`src/rtl/trap_controller_if.sv`:
```
// Commit-point bundle between the pipeline and the machine-mode trap controller.
// i_valid qualifies one committing instruction per cycle; o_busy is the not-ready
// side, and upstream must keep i_valid low while it is high.
interface trap_controller_if #(
    parameter int XLEN = 32
);
    logic            i_valid;
    logic            i_exception;
    logic [2:0]      i_funct3;
    logic [11:0]     i_funct12;
    logic [XLEN-1:0] i_pc;
    logic            i_irq;
    logic            i_csrWe;
    logic [XLEN-1:0] i_csrWdata;
    logic [XLEN-1:0] o_csrRdata;
    logic            o_ecall;
    logic            o_mret;
    logic            o_ebreak;
    logic            o_illegal;
    logic            o_redirect;
    logic [XLEN-1:0] o_redirectPc;
    logic            o_flush;
    logic            o_busy;
    logic [0:0]      dbg_state;

    modport master (
        output i_valid, i_exception, i_funct3, i_funct12, i_pc, i_irq, i_csrWe, i_csrWdata,
        input  o_csrRdata, o_ecall, o_mret, o_ebreak, o_illegal, o_redirect, o_redirectPc,
        input  o_flush, o_busy, dbg_state
    );

    modport slave (
        input  i_valid, i_exception, i_funct3, i_funct12, i_pc, i_irq, i_csrWe, i_csrWdata,
        output o_csrRdata, o_ecall, o_mret, o_ebreak, o_illegal, o_redirect, o_redirectPc,
        output o_flush, o_busy, dbg_state
    );
endinterface

```
`src/rtl/trap_controller.sv`:
```
// Machine-mode trap controller: SYSTEM decode, external interrupt entry, mret,
// trap CSRs and a registered one-cycle front-end redirect.
module trap_controller #(
    parameter int              XLEN        = 32,
    parameter logic [XLEN-1:0] RESET_MTVEC = '0
) (
    input logic          i_clk,
    input logic          i_rst_n,
    trap_controller_if.slave bus
);
    localparam logic [0:0] S_IDLE = 1'b0;
    localparam logic [0:0] S_TRAP = 1'b1;

    localparam logic [11:0] CSR_MSTATUS  = 12'h300;
    localparam logic [11:0] CSR_MIE      = 12'h304;
    localparam logic [11:0] CSR_MTVEC    = 12'h305;
    localparam logic [11:0] CSR_MSCRATCH = 12'h340;
    localparam logic [11:0] CSR_MEPC     = 12'h341;
    localparam logic [11:0] CSR_MCAUSE   = 12'h342;
    localparam logic [11:0] CSR_MIP      = 12'h344;

    logic [0:0]      state;
    logic            mstatus_mie;
    logic            mstatus_mpie;
    logic            mie_meie;
    logic [XLEN-1:0] mtvec;
    logic [XLEN-1:0] mscratch;
    logic [XLEN-1:0] mepc;
    logic [XLEN-1:0] mcause;
    logic            redirect;
    logic [XLEN-1:0] redirect_pc;

    logic            busy;
    logic            dec_en;
    logic            is_ecall;
    logic            is_ebreak;
    logic            is_mret;
    logic            is_illegal;
    logic            irq_take;
    logic            trap_take;
    logic            mret_take;
    logic            csr_wr;
    logic [XLEN-1:0] trap_cause;
    logic [XLEN-1:0] trap_base;
    logic [XLEN-1:0] trap_target;
    logic [XLEN-1:0] csr_rdata;

    always_comb begin
        busy       = (state == S_TRAP);
        dec_en     = bus.i_valid && bus.i_exception && (bus.i_funct3 == 3'b000);
        is_ecall   = dec_en && (bus.i_funct12 == 12'h000);
        is_ebreak  = dec_en && (bus.i_funct12 == 12'h001);
        is_mret    = dec_en && (bus.i_funct12 == 12'h302);
        is_illegal = dec_en && !is_ecall && !is_ebreak && !is_mret;

        // An accepted interrupt pre-empts the instruction, so its decode no longer matters.
        irq_take   = bus.i_irq && mstatus_mie && mie_meie && bus.i_valid && !busy;
        trap_take  = !busy && (irq_take || is_illegal || is_ebreak || is_ecall);
        mret_take  = !busy && is_mret && !irq_take;
        csr_wr     = bus.i_csrWe && !busy && !trap_take && !mret_take;

        trap_cause = '0;
        if (irq_take) begin
            trap_cause[XLEN-1] = 1'b1;
            trap_cause[3:0]    = 4'd11;
        end else if (is_illegal) begin
            trap_cause[3:0] = 4'd2;
        end else if (is_ebreak) begin
            trap_cause[3:0] = 4'd3;
        end else begin
            trap_cause[3:0] = 4'd11;
        end

        trap_base   = mtvec & ~XLEN'(3);
        trap_target = (irq_take && mtvec[0]) ? trap_base + XLEN'(44) : trap_base;
    end

    always_comb begin
        csr_rdata = '0;
        case (bus.i_funct12)
            CSR_MSTATUS: begin
                csr_rdata[3]     = mstatus_mie;
                csr_rdata[7]     = mstatus_mpie;
                csr_rdata[12:11] = 2'b11;
            end
            CSR_MIE:      csr_rdata[11] = mie_meie;
            CSR_MIP:      csr_rdata[11] = bus.i_irq;
            CSR_MTVEC:    csr_rdata = mtvec;
            CSR_MSCRATCH: csr_rdata = mscratch;
            CSR_MEPC:     csr_rdata = mepc;
            CSR_MCAUSE:   csr_rdata = mcause;
            default:      csr_rdata = '0;
        endcase
    end

    always_ff @(posedge i_clk or negedge i_rst_n) begin
        if (!i_rst_n) begin
            state        <= S_IDLE;
            mstatus_mie  <= 1'b0;
            mstatus_mpie <= 1'b0;
            mie_meie     <= 1'b0;
            mtvec        <= RESET_MTVEC & ~XLEN'(2);
            mscratch     <= '0;
            mepc         <= '0;
            mcause       <= '0;
            redirect     <= 1'b0;
            redirect_pc  <= '0;
        end else begin
            case (state)
                S_IDLE: begin
                    if (trap_take) begin
                        mepc         <= bus.i_pc & ~XLEN'(3);
                        mcause       <= trap_cause;
                        mstatus_mpie <= mstatus_mie;
                        mstatus_mie  <= 1'b0;
                        redirect     <= 1'b1;
                        redirect_pc  <= trap_target;
                        state        <= S_TRAP;
                    end else if (mret_take) begin
                        mstatus_mie  <= mstatus_mpie;
                        mstatus_mpie <= 1'b1;
                        redirect     <= 1'b1;
                        redirect_pc  <= mepc;
                        state        <= S_TRAP;
                    end else begin
                        redirect <= 1'b0;
                        // csr_wr already excludes cycles where a trap or mret is accepted.
                        if (csr_wr) begin
                            case (bus.i_funct12)
                                CSR_MSTATUS: begin
                                    mstatus_mie  <= bus.i_csrWdata[3];
                                    mstatus_mpie <= bus.i_csrWdata[7];
                                end
                                CSR_MIE:      mie_meie <= bus.i_csrWdata[11];
                                CSR_MTVEC:    mtvec    <= bus.i_csrWdata & ~XLEN'(2);
                                CSR_MSCRATCH: mscratch <= bus.i_csrWdata;
                                CSR_MEPC:     mepc     <= bus.i_csrWdata & ~XLEN'(3);
                                CSR_MCAUSE:   mcause   <= bus.i_csrWdata;
                                default:      ;
                            endcase
                        end
                    end
                end
                default: begin
                    redirect <= 1'b0;
                    state    <= S_IDLE;
                end
            endcase
        end
    end

    assign bus.o_csrRdata   = csr_rdata;
    assign bus.o_ecall      = is_ecall;
    assign bus.o_ebreak     = is_ebreak;
    assign bus.o_mret       = is_mret;
    assign bus.o_illegal    = is_illegal;
    assign bus.o_redirect   = redirect;
    assign bus.o_redirectPc = redirect_pc;
    assign bus.o_flush      = redirect;
    assign bus.o_busy       = busy;
    assign bus.dbg_state    = state;
endmodule

```
`src/flat_wrapper.sv`:
```
// flat-port wrapper written by rule: the top's interface ports become plain ports
module trap_controller_flat 
#(
    parameter int              XLEN        = 32,
    parameter logic [XLEN-1:0] RESET_MTVEC = '0
)
  (i_clk, i_rst_n, bus_i_valid, bus_i_exception, bus_i_funct3, bus_i_funct12, bus_i_pc, bus_i_irq, bus_i_csrWe, bus_i_csrWdata, bus_o_csrRdata, bus_o_ecall, bus_o_mret, bus_o_ebreak, bus_o_illegal, bus_o_redirect, bus_o_redirectPc, bus_o_flush, bus_o_busy, bus_dbg_state);
  trap_controller_if #(.XLEN(XLEN)) bus_i ();
  input logic i_clk;
  input logic i_rst_n;
  input wire logic [$bits(bus_i.i_valid)-1:0] bus_i_valid;
  input wire logic [$bits(bus_i.i_exception)-1:0] bus_i_exception;
  input wire logic [$bits(bus_i.i_funct3)-1:0] bus_i_funct3;
  input wire logic [$bits(bus_i.i_funct12)-1:0] bus_i_funct12;
  input wire logic [$bits(bus_i.i_pc)-1:0] bus_i_pc;
  input wire logic [$bits(bus_i.i_irq)-1:0] bus_i_irq;
  input wire logic [$bits(bus_i.i_csrWe)-1:0] bus_i_csrWe;
  input wire logic [$bits(bus_i.i_csrWdata)-1:0] bus_i_csrWdata;
  output wire logic [$bits(bus_i.o_csrRdata)-1:0] bus_o_csrRdata;
  output wire logic [$bits(bus_i.o_ecall)-1:0] bus_o_ecall;
  output wire logic [$bits(bus_i.o_mret)-1:0] bus_o_mret;
  output wire logic [$bits(bus_i.o_ebreak)-1:0] bus_o_ebreak;
  output wire logic [$bits(bus_i.o_illegal)-1:0] bus_o_illegal;
  output wire logic [$bits(bus_i.o_redirect)-1:0] bus_o_redirect;
  output wire logic [$bits(bus_i.o_redirectPc)-1:0] bus_o_redirectPc;
  output wire logic [$bits(bus_i.o_flush)-1:0] bus_o_flush;
  output wire logic [$bits(bus_i.o_busy)-1:0] bus_o_busy;
  output wire logic [$bits(bus_i.dbg_state)-1:0] bus_dbg_state;
  assign bus_i.i_valid = bus_i_valid;
  assign bus_i.i_exception = bus_i_exception;
  assign bus_i.i_funct3 = bus_i_funct3;
  assign bus_i.i_funct12 = bus_i_funct12;
  assign bus_i.i_pc = bus_i_pc;
  assign bus_i.i_irq = bus_i_irq;
  assign bus_i.i_csrWe = bus_i_csrWe;
  assign bus_i.i_csrWdata = bus_i_csrWdata;
  assign bus_o_csrRdata = bus_i.o_csrRdata;
  assign bus_o_ecall = bus_i.o_ecall;
  assign bus_o_mret = bus_i.o_mret;
  assign bus_o_ebreak = bus_i.o_ebreak;
  assign bus_o_illegal = bus_i.o_illegal;
  assign bus_o_redirect = bus_i.o_redirect;
  assign bus_o_redirectPc = bus_i.o_redirectPc;
  assign bus_o_flush = bus_i.o_flush;
  assign bus_o_busy = bus_i.o_busy;
  assign bus_dbg_state = bus_i.dbg_state;
  trap_controller #(.XLEN(XLEN), .RESET_MTVEC(RESET_MTVEC)) u_core (.i_clk(i_clk), .i_rst_n(i_rst_n), .bus(bus_i));
endmodule
```
`config.mk`:
```
export PLATFORM = sky130hd
export DESIGN_NAME = trap_controller_flat
export DESIGN_NICKNAME = d
export VERILOG_FILES = /design/src/rtl/trap_controller_if.sv /design/src/rtl/trap_controller.sv /design/src/flat_wrapper.sv
export SDC_FILE = /design/constraint.sdc
export NUM_CORES = 1
export LEC_CHECK = 0
export CAP_MARGIN = 5
export CORE_ASPECT_RATIO = 0.7
export CORE_MARGIN = 2
export CORE_UTILIZATION = 49
export CTS_BUF_LIST = sky130_fd_sc_hd__clkbuf_8
export DETAILED_ROUTE_END_ITERATION = 7
export DONT_BUFFER_PORTS = 1
export SLEW_MARGIN = 15
export SYNTH_ARGS = -nofsm -noshare
export SYNTH_HDL_FRONTEND = slang
export SYNTH_SLANG_ARGS = --single-unit
```
`constraint.sdc`:
```
create_clock -name i_clk -period 5.8 [get_ports i_clk]
set_clock_uncertainty 0.2 [all_clocks]
set_input_delay 1.74 -clock i_clk [delete_from_list [all_inputs] [get_ports i_clk]]
set_output_delay 1.74 -clock i_clk [all_outputs]
set_load 0.03 [all_outputs]
```
==> out/summary.txt <==
Status -> finished clean
CTS root buf -> clkbuf_8
Max VDD drop -> 134 uV
Setup CP Type -> input pin to primary output
Placer Congestion -> 0.866
CTS buffer count -> 17
Reg2Reg Depth -> 5
Die area -> 0.0180 sq mm
Drt wl/cell -> 23.1 um
Fmax -> 187 MHz
Endpoints failing setup -> 0
Pre-antenna DRT Iters -> 5
CTS tree -> done
First DRT Iteration DRCs -> 494
Vias in the first global route -> 6,334
Worst Path Required -> 3860 ps
Min Tclk post-route -> 5340 ps
Reg2reg end -> u_core.mscratch[26]
Fin nets -> 849
Post-CTS setup buffers -> 0
Number of max-cap violations -> 0
Maximum root-to-sink buffer count -> 2
Hold Path Stages -> 2
IO Port Bufs -> 0
CP max FO -> 33
GR Util All Layers -> 26.4%
Compound-Gate Fraction of Synth Area -> 11.7%
CORE AREA -> 0.0164 sq mm
Post-Synth XOR/XNOR Area -> 2.96%
Ys Warns -> 0
TritonCTS Sinks -> 159
DIE HEIGHT -> 113 um
Skew-Pair Late Insertion Delay -> 460 ps
GR Overflow Total -> 0
Top_reg_cell synth -> dfrtp_1
Reg clk slew, reported paths -> 80 ps
PwrDens -> 239 mW/mm^2
WL final -> 23,100 um
Slew of the pin with the lowest slew margin -> 1230 ps
DRC Markers -> 0
Initial Util -> 50.3%
Worst hold start -> u_core.mcause[16]
Slowest cell on crit path -> nor4_1
CP Launch Type -> input pin
Die X -> 159 um
Post-synthesis async set-or-reset flop share -> 100%
I/O Pins -> 157
Vias/cell -> 6.24
HPWL Detailed -> 14,400 um
First-pass GRT wire length -> 36,600 um
Post-synth EDFFs -> 0
Most numerous cell on the critical path -> buf_12
Max incr delay on CP -> 530 ps
Worst Hold Path EP -> u_core.mcause[16]
Avg Cell Area, Syn -> 10.9 sq um
Largest family of logic cells by synthesized area -> multiplexers
CTS resizes -> 0
Antenna Violating Nets Remaining -> 0
Routed vias -> 6,251
Distinct cells, synth -> 55
Reg2reg start -> u_core.bus.dbg_state
Min-delay worst type -> register to register
Final Slew Violations -> 0
Layout cells sized above 1 -> 16.0%
Setup tns final -> 0 ps
Worst path cell trace -> nor4_1 -> and3_1 -> buf_12 -> a22o_1 -> a221o_1 -> buf_12
Seq cells post-synth -> 159
RSZ-0062 raised after global routing -> no
Area grow syn2layout -> 8.92%
Arr. time, crit path -> 3400 ps
Most common cell after layout, fill and taps aside -> dfrtp_1
Fillers -> 1,482
Syn Std Cell Area -> 0.00828 sq mm
Post-Synth Simple-Gate Area -> 14.5%
Adder-Cell Fraction of Synth Area -> 0.151%
Antenna cells -> 0
Initial antenna violation count -> 0
Flop2flop setup slack -> 2930 ps
# H-tree levels -> 4
Post-synthesis mux area share -> 18.0%
Crit end category -> primary output
Most frequent cells in the layout -> 159 x dfrtp_1, 75 x mux2i_1, 66 x nand3_1, 50 x nand2_1, 45 x buf_4
Hold Fails Final Rpt -> 0
Rel. slew slack -> 18.0%
Row cnt -> 39
Hold_ws -> 296 ps
Sequential element share of the synthesized area -> 48.1%
Pleak -> 4.45 nW
Post-CTS Hold Fix Bufs -> 0
Synth Instances -> 756
Fin crit share -> 92.0%
Largest net degree at the start of global routing -> 160
[critical path: cells and delay by family]
family / cells / cell delay [ps]
AOI/OAI and AO/OA: 2 / 410
buffers and inverters: 2 / 400
and+or+nand+nor: 2 / 830
[power breakdown]
part | internal, mW | switching [mW] | leakage (nW)
clock network | 0.373 | 0.419 | 0.195
logic | 0.0592 | 0.0483 | 2.13
registers | 1.18 | 0.0830 | 2.12
[synth_stat cells, drive strengths merged (2+ instances only)]
master	instances	area, sq um
dfrtp	159	3980
mux2i	75	751
nand3	67	340
mux2	66	743
nand2	53	204
buf	46	278
nor2	42	158
a21oi	37	185
a22o	27	236
a221o	26	260
xnor2	19	166
clkbuf	16	60.1
nor3	13	65.1
inv	10	37.5
nor4	10	68.8
xor2	9	78.8
nand4	8	56.3
o21ai	8	40.0
a22oi	7	52.6
nor4b	7	106
and3	6	37.5
and4	6	53.8
and2	5	32.5
a222oi	4	40.0
nor2b	4	25.0
a2bb2oi	3	26.3
a21boi	2	15.0
a32oi	2	17.5
nand2b	2	12.5
o211ai	2	15.0
o21a	2	15.0
or2b	2	15.0
[area by class of cell]
class | instances | area [sq um] | share of cell area (%)
inverter | 10 | 37.5 | 0.416
clock buffer | 17 | 234 | 2.60
multi-input combinational | 526 | 3930 | 43.6
sequential | 159 | 3980 | 44.1
timing repair buffer | 49 | 418 | 4.64
clock inverter | 15 | 135 | 1.50
tap | 225 | 282 | 3.12
[sequential cells by signal (all words and copies together) (netlist names)]
name,flops
u_core.mstatus_mie,1
u_core.mcause,32
u_core.bus.o_redirectPc,30
u_core.mstatus_mpie,1
u_core.mtvec,31
u_core.mscratch,32
u_core.mie_meie,1
u_core.mepc,30
u_core.bus.dbg_state,1
[worst max path at each step]
stage                            from  slack [ps]  cells past startpoint            endpoint
floorplan            bus_i_funct12[7]         430                      3       bus_o_illegal
global placement    bus_i_funct12[10]         500                      7  bus_o_csrRdata[12]
detailed placement  bus_i_funct12[10]         480                      7  bus_o_csrRdata[12]
CTS                 bus_i_funct12[10]         480                      7  bus_o_csrRdata[12]
global route         bus_i_funct12[7]         340                      6  bus_o_csrRdata[10]
finish               bus_i_funct12[1]         460                      6  bus_o_csrRdata[10]
[metal layers]
layer	vias to the layer above	wire, um	part of all wire (%)	GRT usage, %
met5	-	0	0	0
met4	0	272	1.2	6.85
met3	19	1730	7.5	7.37
met2	230	10600	46	40.5
met1	3216	10500	45	37.3
li1	2786	-	-	-
[cells by family after synthesis]
logic type,count (synthesis)
AND/OR/NAND/NOR,228
buffers and inverters,72
other,1
AO/OA/AOI/OAI,126
multiplexers,141
XOR/XNOR,28
adder cells (fa/ha/maj),1
flip-flops,159
[per-stage QoR]
| step | instances | setup slack, ps | util (%) | power, mW | cell area, sq um |
|---|---|---|---|---|---|
| 4_1_cts | 1001 | 479 | 54.8 | 2.18 | 9020 |
| 6_report | 1001 | 462 | 54.8 | 2.16 | 9020 |
| 5_1_grt | 1001 | 335 | 54.8 | 2.26 | 9020 |
| 3_5_place_dp | 969 | 482 | 52.6 | 1.39 | 8650 |
| 2_1_floorplan | 757 | 425 | - | 1.35 | 8280 |
| 3_3_place_gp | 969 | 500 | 52.6 | 1.38 | 8650 |
Power figures use the tool's default switching activity.
